## config.mk

```make
export PLATFORM = sky130hd
export DESIGN_NAME = axi_ram_rd_arbiter
export DESIGN_NICKNAME = d
export VERILOG_FILES = /design/src/rtl/axi_ram_rd_arbiter.sv
export SDC_FILE = /design/constraint.sdc
export NUM_CORES = 1
export LEC_CHECK = 0
export BUFFER_PORTS_ARGS = -buffer_cell sky130_fd_sc_hd__buf_2
export CORE_MARGIN = 2
export CORE_UTILIZATION = 43
export CTS_CLUSTER_DIAMETER = 200
export CTS_CLUSTER_SIZE = 30
export DETAILED_ROUTE_END_ITERATION = 12
export GPL_ROUTABILITY_DRIVEN = 0
export GPL_TIMING_DRIVEN = 0
export PLACE_DENSITY_LB_ADDON = 0.1
export SLEW_MARGIN = 40
export SYNTH_ARGS = -nofsm -noshare
export SYNTH_HDL_FRONTEND = slang
export SYNTH_SLANG_ARGS = --single-unit
```

## constraint.sdc

```tcl
create_clock -name clk -period 2.9 [get_ports clk]
set_input_delay 0.145 -clock clk [delete_from_list [all_inputs] [get_ports clk]]
set_output_delay 0.145 -clock clk [all_outputs]
set_load 0.05 [all_outputs]
```

## src/rtl/axi_ram_rd_arbiter.sv

```systemverilog
// Round-robin arbiter sharing the AXI4 read channel of one RAM slave among PORTS
// burst requesters; one INCR burst outstanding, R beats routed to the granted port.
module axi_ram_rd_arbiter #(
  parameter int PORTS      = 2,
  parameter int DATA_WIDTH = 32,
  parameter int ADDR_WIDTH = 16,
  parameter int STRB_WIDTH = DATA_WIDTH / 8,
  parameter int ID_WIDTH   = 8
) (
  input  logic                    clk,
  input  logic                    rst,

  input  logic [PORTS-1:0]        req_valid,
  output logic [PORTS-1:0]        req_ready,
  input  logic [PORTS*ADDR_WIDTH-1:0] req_addr,
  input  logic [PORTS*8-1:0]      req_len,

  output logic [DATA_WIDTH-1:0]   rsp_data,
  output logic [PORTS-1:0]        rsp_valid,
  input  logic [PORTS-1:0]        rsp_ready,
  output logic                    rsp_last,
  output logic                    rsp_err,
  output logic                    proto_err,

  output logic [ID_WIDTH-1:0]     m_axi_arid,
  output logic [ADDR_WIDTH-1:0]   m_axi_araddr,
  output logic [7:0]              m_axi_arlen,
  output logic [2:0]              m_axi_arsize,
  output logic [1:0]              m_axi_arburst,
  output logic                    m_axi_arvalid,
  input  logic                    m_axi_arready,
  input  logic [ID_WIDTH-1:0]     m_axi_rid,
  input  logic [DATA_WIDTH-1:0]   m_axi_rdata,
  input  logic [1:0]              m_axi_rresp,
  input  logic                    m_axi_rlast,
  input  logic                    m_axi_rvalid,
  output logic                    m_axi_rready
);

  localparam int GW = $clog2(PORTS);

  typedef enum logic [1:0] {IDLE, ADDR, DATA} state_t;

  state_t                  state;
  logic [GW-1:0]           grant;
  logic [GW-1:0]           last_grant;
  logic [ADDR_WIDTH-1:0]   addr_q;
  logic [7:0]              len_q;
  logic [7:0]              count;
  logic                    arvalid_q;
  logic                    proto_q;

  logic [GW-1:0]           win;
  logic [GW-1:0]           cand;
  logic                    found;
  logic                    beat;

  // Search starts one past the previous winner so every port gets a turn.
  always_comb begin
    // NOTE: every variable gets a default before any branch; a path that leaves
    // one unassigned would infer a latch.
    win   = last_grant;
    cand  = last_grant;
    found = 1'b0;
    for (int i = 1; i <= PORTS; i++) begin
      cand = GW'((int'(last_grant) + i) % PORTS);
      if (!found && req_valid[cand]) begin
        found = 1'b1;
        win   = cand;
      end
    end
  end

  always_comb begin
    req_ready = '0;
    if (state == IDLE && found) req_ready[win] = 1'b1;
  end

  // The data path is pure wiring to the granted port: no added latency.
  always_comb begin
    rsp_valid = '0;
    if (state == DATA) rsp_valid[grant] = m_axi_rvalid;
  end

  assign m_axi_rready  = (state == DATA) && rsp_ready[grant];
  assign beat          = m_axi_rvalid && m_axi_rready;
  assign rsp_data      = m_axi_rdata;
  assign rsp_err       = (m_axi_rresp != 2'b00);
  assign rsp_last      = (count == 8'd0);
  assign proto_err     = proto_q;

  assign m_axi_arid    = ID_WIDTH'(grant);
  assign m_axi_araddr  = addr_q;
  assign m_axi_arlen   = len_q;
  assign m_axi_arsize  = 3'($clog2(STRB_WIDTH));
  assign m_axi_arburst = 2'b01;
  assign m_axi_arvalid = arvalid_q;

  // Responses carry no routing information we need; the burst owner is in grant.
  logic unused_rid;
  assign unused_rid = ^m_axi_rid;

  // NOTE: sequential state uses non-blocking assignments so every register
  // samples the pre-edge values, independent of statement order.
  always_ff @(posedge clk) begin
    if (rst) begin
      state      <= IDLE;
      grant      <= '0;
      last_grant <= GW'(PORTS - 1);
      addr_q     <= '0;
      len_q      <= '0;
      count      <= '0;
      arvalid_q  <= 1'b0;
      proto_q    <= 1'b0;
    end else begin
      case (state)
        IDLE: begin
          if (found) begin
            grant     <= win;
            addr_q    <= req_addr[win*ADDR_WIDTH +: ADDR_WIDTH];
            len_q     <= req_len[win*8 +: 8];
            count     <= req_len[win*8 +: 8];
            arvalid_q <= 1'b1;
            state     <= ADDR;
          end
        end
        ADDR: begin
          if (m_axi_arready) begin
            arvalid_q <= 1'b0;
            state     <= DATA;
          end
        end
        DATA: begin
          if (beat) begin
            // The local count, not the slave's rlast, decides where the burst ends.
            if (m_axi_rlast != (count == 8'd0)) proto_q <= 1'b1;
            if (count == 8'd0) begin
              last_grant <= grant;
              state      <= IDLE;
            end else begin
              count <= count - 8'd1;
            end
          end
        end
        default: state <= IDLE;
      endcase
    end
  end

endmodule

```

==> flow_summary.rst <==
.. list-table::
   :header-rows: 1

   * - Metric
     - Value
   * - Average cell area after synthesis
     - 7.80 µm²
   * - Vertical extent of the die
     - 76.1 µm
   * - Number of clock sinks
     - 38
   * - Post-route DRC
     - 0
   * - Total number of yosys warnings
     - 0
   * - DP HPWL
     - 4790 µm
   * - Number of standard-cell rows in the floorplan
     - 26
   * - Fraction of power consumed by combinational cells
     - 43.1%
   * - Synthesis-stage register bit count
     - 38
   * - Clock insertion delay at the later pin of the skew report
     - 280 ps
   * - Main synth FF type
     - sky130_fd_sc_hd__dfxtp_1
   * - Launching element type of the critical path
     - flip-flop
   * - Area of the core
     - 5040 µm²
   * - Number of endpoints with negative hold slack in the final report
     - 0
   * - Post-CTS repair timing setup buffer count
     - 0
   * - Detailed-routing iteration count for the pre-antenna-repair pass
     - 4
   * - Routed length on met1
     - 2440 µm
   * - Clk buf depth
     - 2
   * - Library cell occupying the most area in the post-synthesis netlist
     - sky130_fd_sc_hd__dfxtp_1
   * - Detail Route Antenna Nets
     - 0
   * - Worst path required time
     - 2760 ps
   * - Largest driver fanout on the critical path
     - 10
   * - Number of placed I/O pins
     - 177
   * - Cts repair resizes
     - 0
   * - Total CTS buffers
     - 5
   * - Area growth from synthesis to layout
     - 37.1%
   * - Fraction of layout cells with a size suffix above 1
     - 43.2%
   * - GRT Util Overall
     - 20.5%
   * - Setup TNS after final layout
     - 0 ps
   * - Cell area after technology mapping
     - 2230 µm²
   * - Total power divided by cell area
     - 562 nW/µm²
   * - Number of global-route vias before repair
     - 2,190
   * - Antenna violations before repair
     - 0
   * - GR Overflow Total
     - 0
   * - Final core utilization
     - 60.7%
   * - Vias per cell
     - 4.74
   * - Power dissipated by switching net loads
     - 0.725 mW
   * - Max transition margin
     - 60.9%
   * - Number of standard cells after synthesis
     - 286
   * - Per-cell routed wire length
     - 12.3 µm
   * - Tmin final
     - 1970 ps
   * - Maximum achievable frequency
     - 0.509 GHz
   * - Sort of element at the end of the critical path
     - primary output
   * - Floorplan die area
     - 5780 µm²
   * - Max Clock Skew
     - 6.85 ps
   * - Register area
     - 761 µm²
   * - Kind of path behind the tightest hold check
     - in2reg
   * - DR WL met2
     - 3050 µm
   * - RSZ-0062 raised after global routing
     - false
   * - Seq pwr share
     - 36.2%
   * - Ranking of synthesized cells by area
     - sky130_fd_sc_hd__dfxtp_1 34%, sky130_fd_sc_hd__buf_4 15%, sky130_fd_sc_hd__nand2_1 7.6%
   * - Number of DRC markers after the initial detailed-route iteration
     - 94
   * - Net switching share of the total power
     - 42.2%
   * - Share of the yosys chip area belonging to registers
     - 34.1%
   * - Final-layout fill cell count
     - 498
   * - Maxcap violations
     - 0
   * - Top cell type's share of synthesized area
     - 34.1%
   * - Post-cts hold buffer count
     - 0
   * - Worst Path Arrival
     - 1820 ps
   * - Top routing layer used
     - met4
   * - Internal Dissipation
     - 0.993 mW
   * - Via total after detailed routing
     - 2,353
   * - Starting density of the core
     - 44.3%
   * - Number of port buffers
     - 124
   * - Number of synthesized flops with an enable pin
     - 0
   * - Commonest cells in the netlist
     - 46 x sky130_fd_sc_hd__buf_4, 45 x sky130_fd_sc_hd__nand2_1, 38 x sky130_fd_sc_hd__dfxtp_1, 38 x sky130_fd_sc_hd__nor2_1, 18 x sky130_fd_sc_hd__a311oi_1
   * - DRT Wirelength
     - 6090 µm
   * - Routed wire length on met3
     - 544 µm
   * - Number of library cell types mapped by synthesis
     - 42
   * - TritonCTS clock tree
     - yes
   * - Net count of the finished layout
     - 528
   * - Transition time at the pin with the least slew margin
     - 581 ps
   * - Largest net degree at the start of global routing
     - 11
   * - Antenna fix cells
     - 0
   * - Status
     - finished clean
   * - Combined area of the multi-input logic cells
     - 1070 µm²
   * - Maximum VDD drop
     - 274 µV
   * - Worst setup path class
     - reg2out
   * - Fin crit share
     - 67.8%
   * - Clock power share
     - 20.8%
   * - Root buffer cell
     - sky130_fd_sc_hd__clkbuf_8
   * - Max-slew violation count
     - 0
   * - Level count of the clock H-tree
     - 2
   * - Die width
     - 76.1 µm
   * - Static leakage
     - 1.57 nW
   * - Share of synthesized registers carrying an async set or reset
     - 0%
   * - Global-route wire length before repair
     - 9900 µm
   * - Setup violations, final
     - 0
   * - Most frequent cell after synthesis
     - sky130_fd_sc_hd__buf_4
   * - Clk slew on worst S/H paths
     - 70 ps
==> sequential cells by signal, indices dropped and copies added, names as in the netlist <==
| register | count |
|---|---|
| grant | 1 |
| count | 8 |
| m_axi_arlen | 8 |
| last_grant | 1 |
| state | 2 |
| proto_err | 1 |
| m_axi_araddr | 16 |
| m_axi_arvalid | 1 |
==> through the flow <==
| stage | power, mW | area (µm²) | hold WS, ps | worst slack [ps] | std cells |
|---|---|---|---|---|---|
| global placement | 1.37 | 2980 | 414 | 1080 | 490 |
| detailed placement | 1.37 | 2980 | 418 | 1040 | 490 |
| global route | 1.81 | 3060 | 121 | 748 | 496 |
| CTS | 1.73 | 3060 | 113 | 903 | 496 |
| finish | 1.72 | 3060 | 118 | 934 | 496 |
| floorplan | 1.20 | 2270 | 305 | 1130 | 296 |
==> power groups by stage <==
stage	Clock (mW)	Sequential, mW	Combinational [mW]
final	0.357	0.622	0.740
after floorplan	0	0.777	0.426
after detailed placement	0	0.633	0.742
after CTS	0.363	0.621	0.743
after global routing	0.392	0.630	0.791
after global placement	0	0.631	0.736
==> routing by layer <==
metal	up-vias	GRT usage (%)
met1	1022	25.1
met2	119	36.3
met3	6	5.33
li1	1206	-
met5	-	0
met4	0	4.36
==> worst max-delay path, cell delays in order (launching register included) <==
cell and delay [ps]:
sky130_fd_sc_hd__dfxtp_1 410, sky130_fd_sc_hd__or2b_1 120, sky130_fd_sc_hd__clkbuf_1 270, sky130_fd_sc_hd__clkbuf_1 420, sky130_fd_sc_hd__nor2_1 90, sky130_fd_sc_hd__buf_2 220
==> cells by family (layout without fill, tap and decap cells) <==
group | after synthesis | in the layout | share of synthesized area [%]
other cells | 2 | 12 | 0.336
simple gates | 112 | 112 | 21.9
flops | 38 | 38 | 34.1
compound gates | 56 | 56 | 18.8
xor+xnor | 2 | 2 | 0.785
buf+inv | 67 | 197 | 19.7
mux | 7 | 7 | 3.20
fa+ha+maj | 2 | 2 | 1.12
==> layout by cell type (no fill, tap or decap), drive strengths merged, types with 6 or more instances in the layout <==
cell      n
buf     174
nand2    46
nor2     38
dfxtp    38
clkbuf   20
a311oi   18
conb     12
a21oi    11
mux2i     6
nand3     6
==> final cells by class <==
class	count	share of cell area, %
timing repair buffer	124	20.3
buffer	64	14.0
multi-input combinational	191	34.9
sequential	38	24.9
tap	70	2.86
inverter	3	0.368
clock buffer	6	2.70
==> path summary, 6_finish.rpt <==
path / startpoint / cells past startpoint / slack (ps) / endpoint
hold / removal: req_addr[12] / 3 / 120 / m_axi_araddr[12]
setup / recovery: state[0] / 5 / 930 / m_axi_rready
hold reg to reg: proto_err / 2 / 470 / proto_err
setup reg to reg: state[1] / 4 / 1050 / m_axi_araddr[1]
Note: power is estimated with default switching activity, not from simulation.
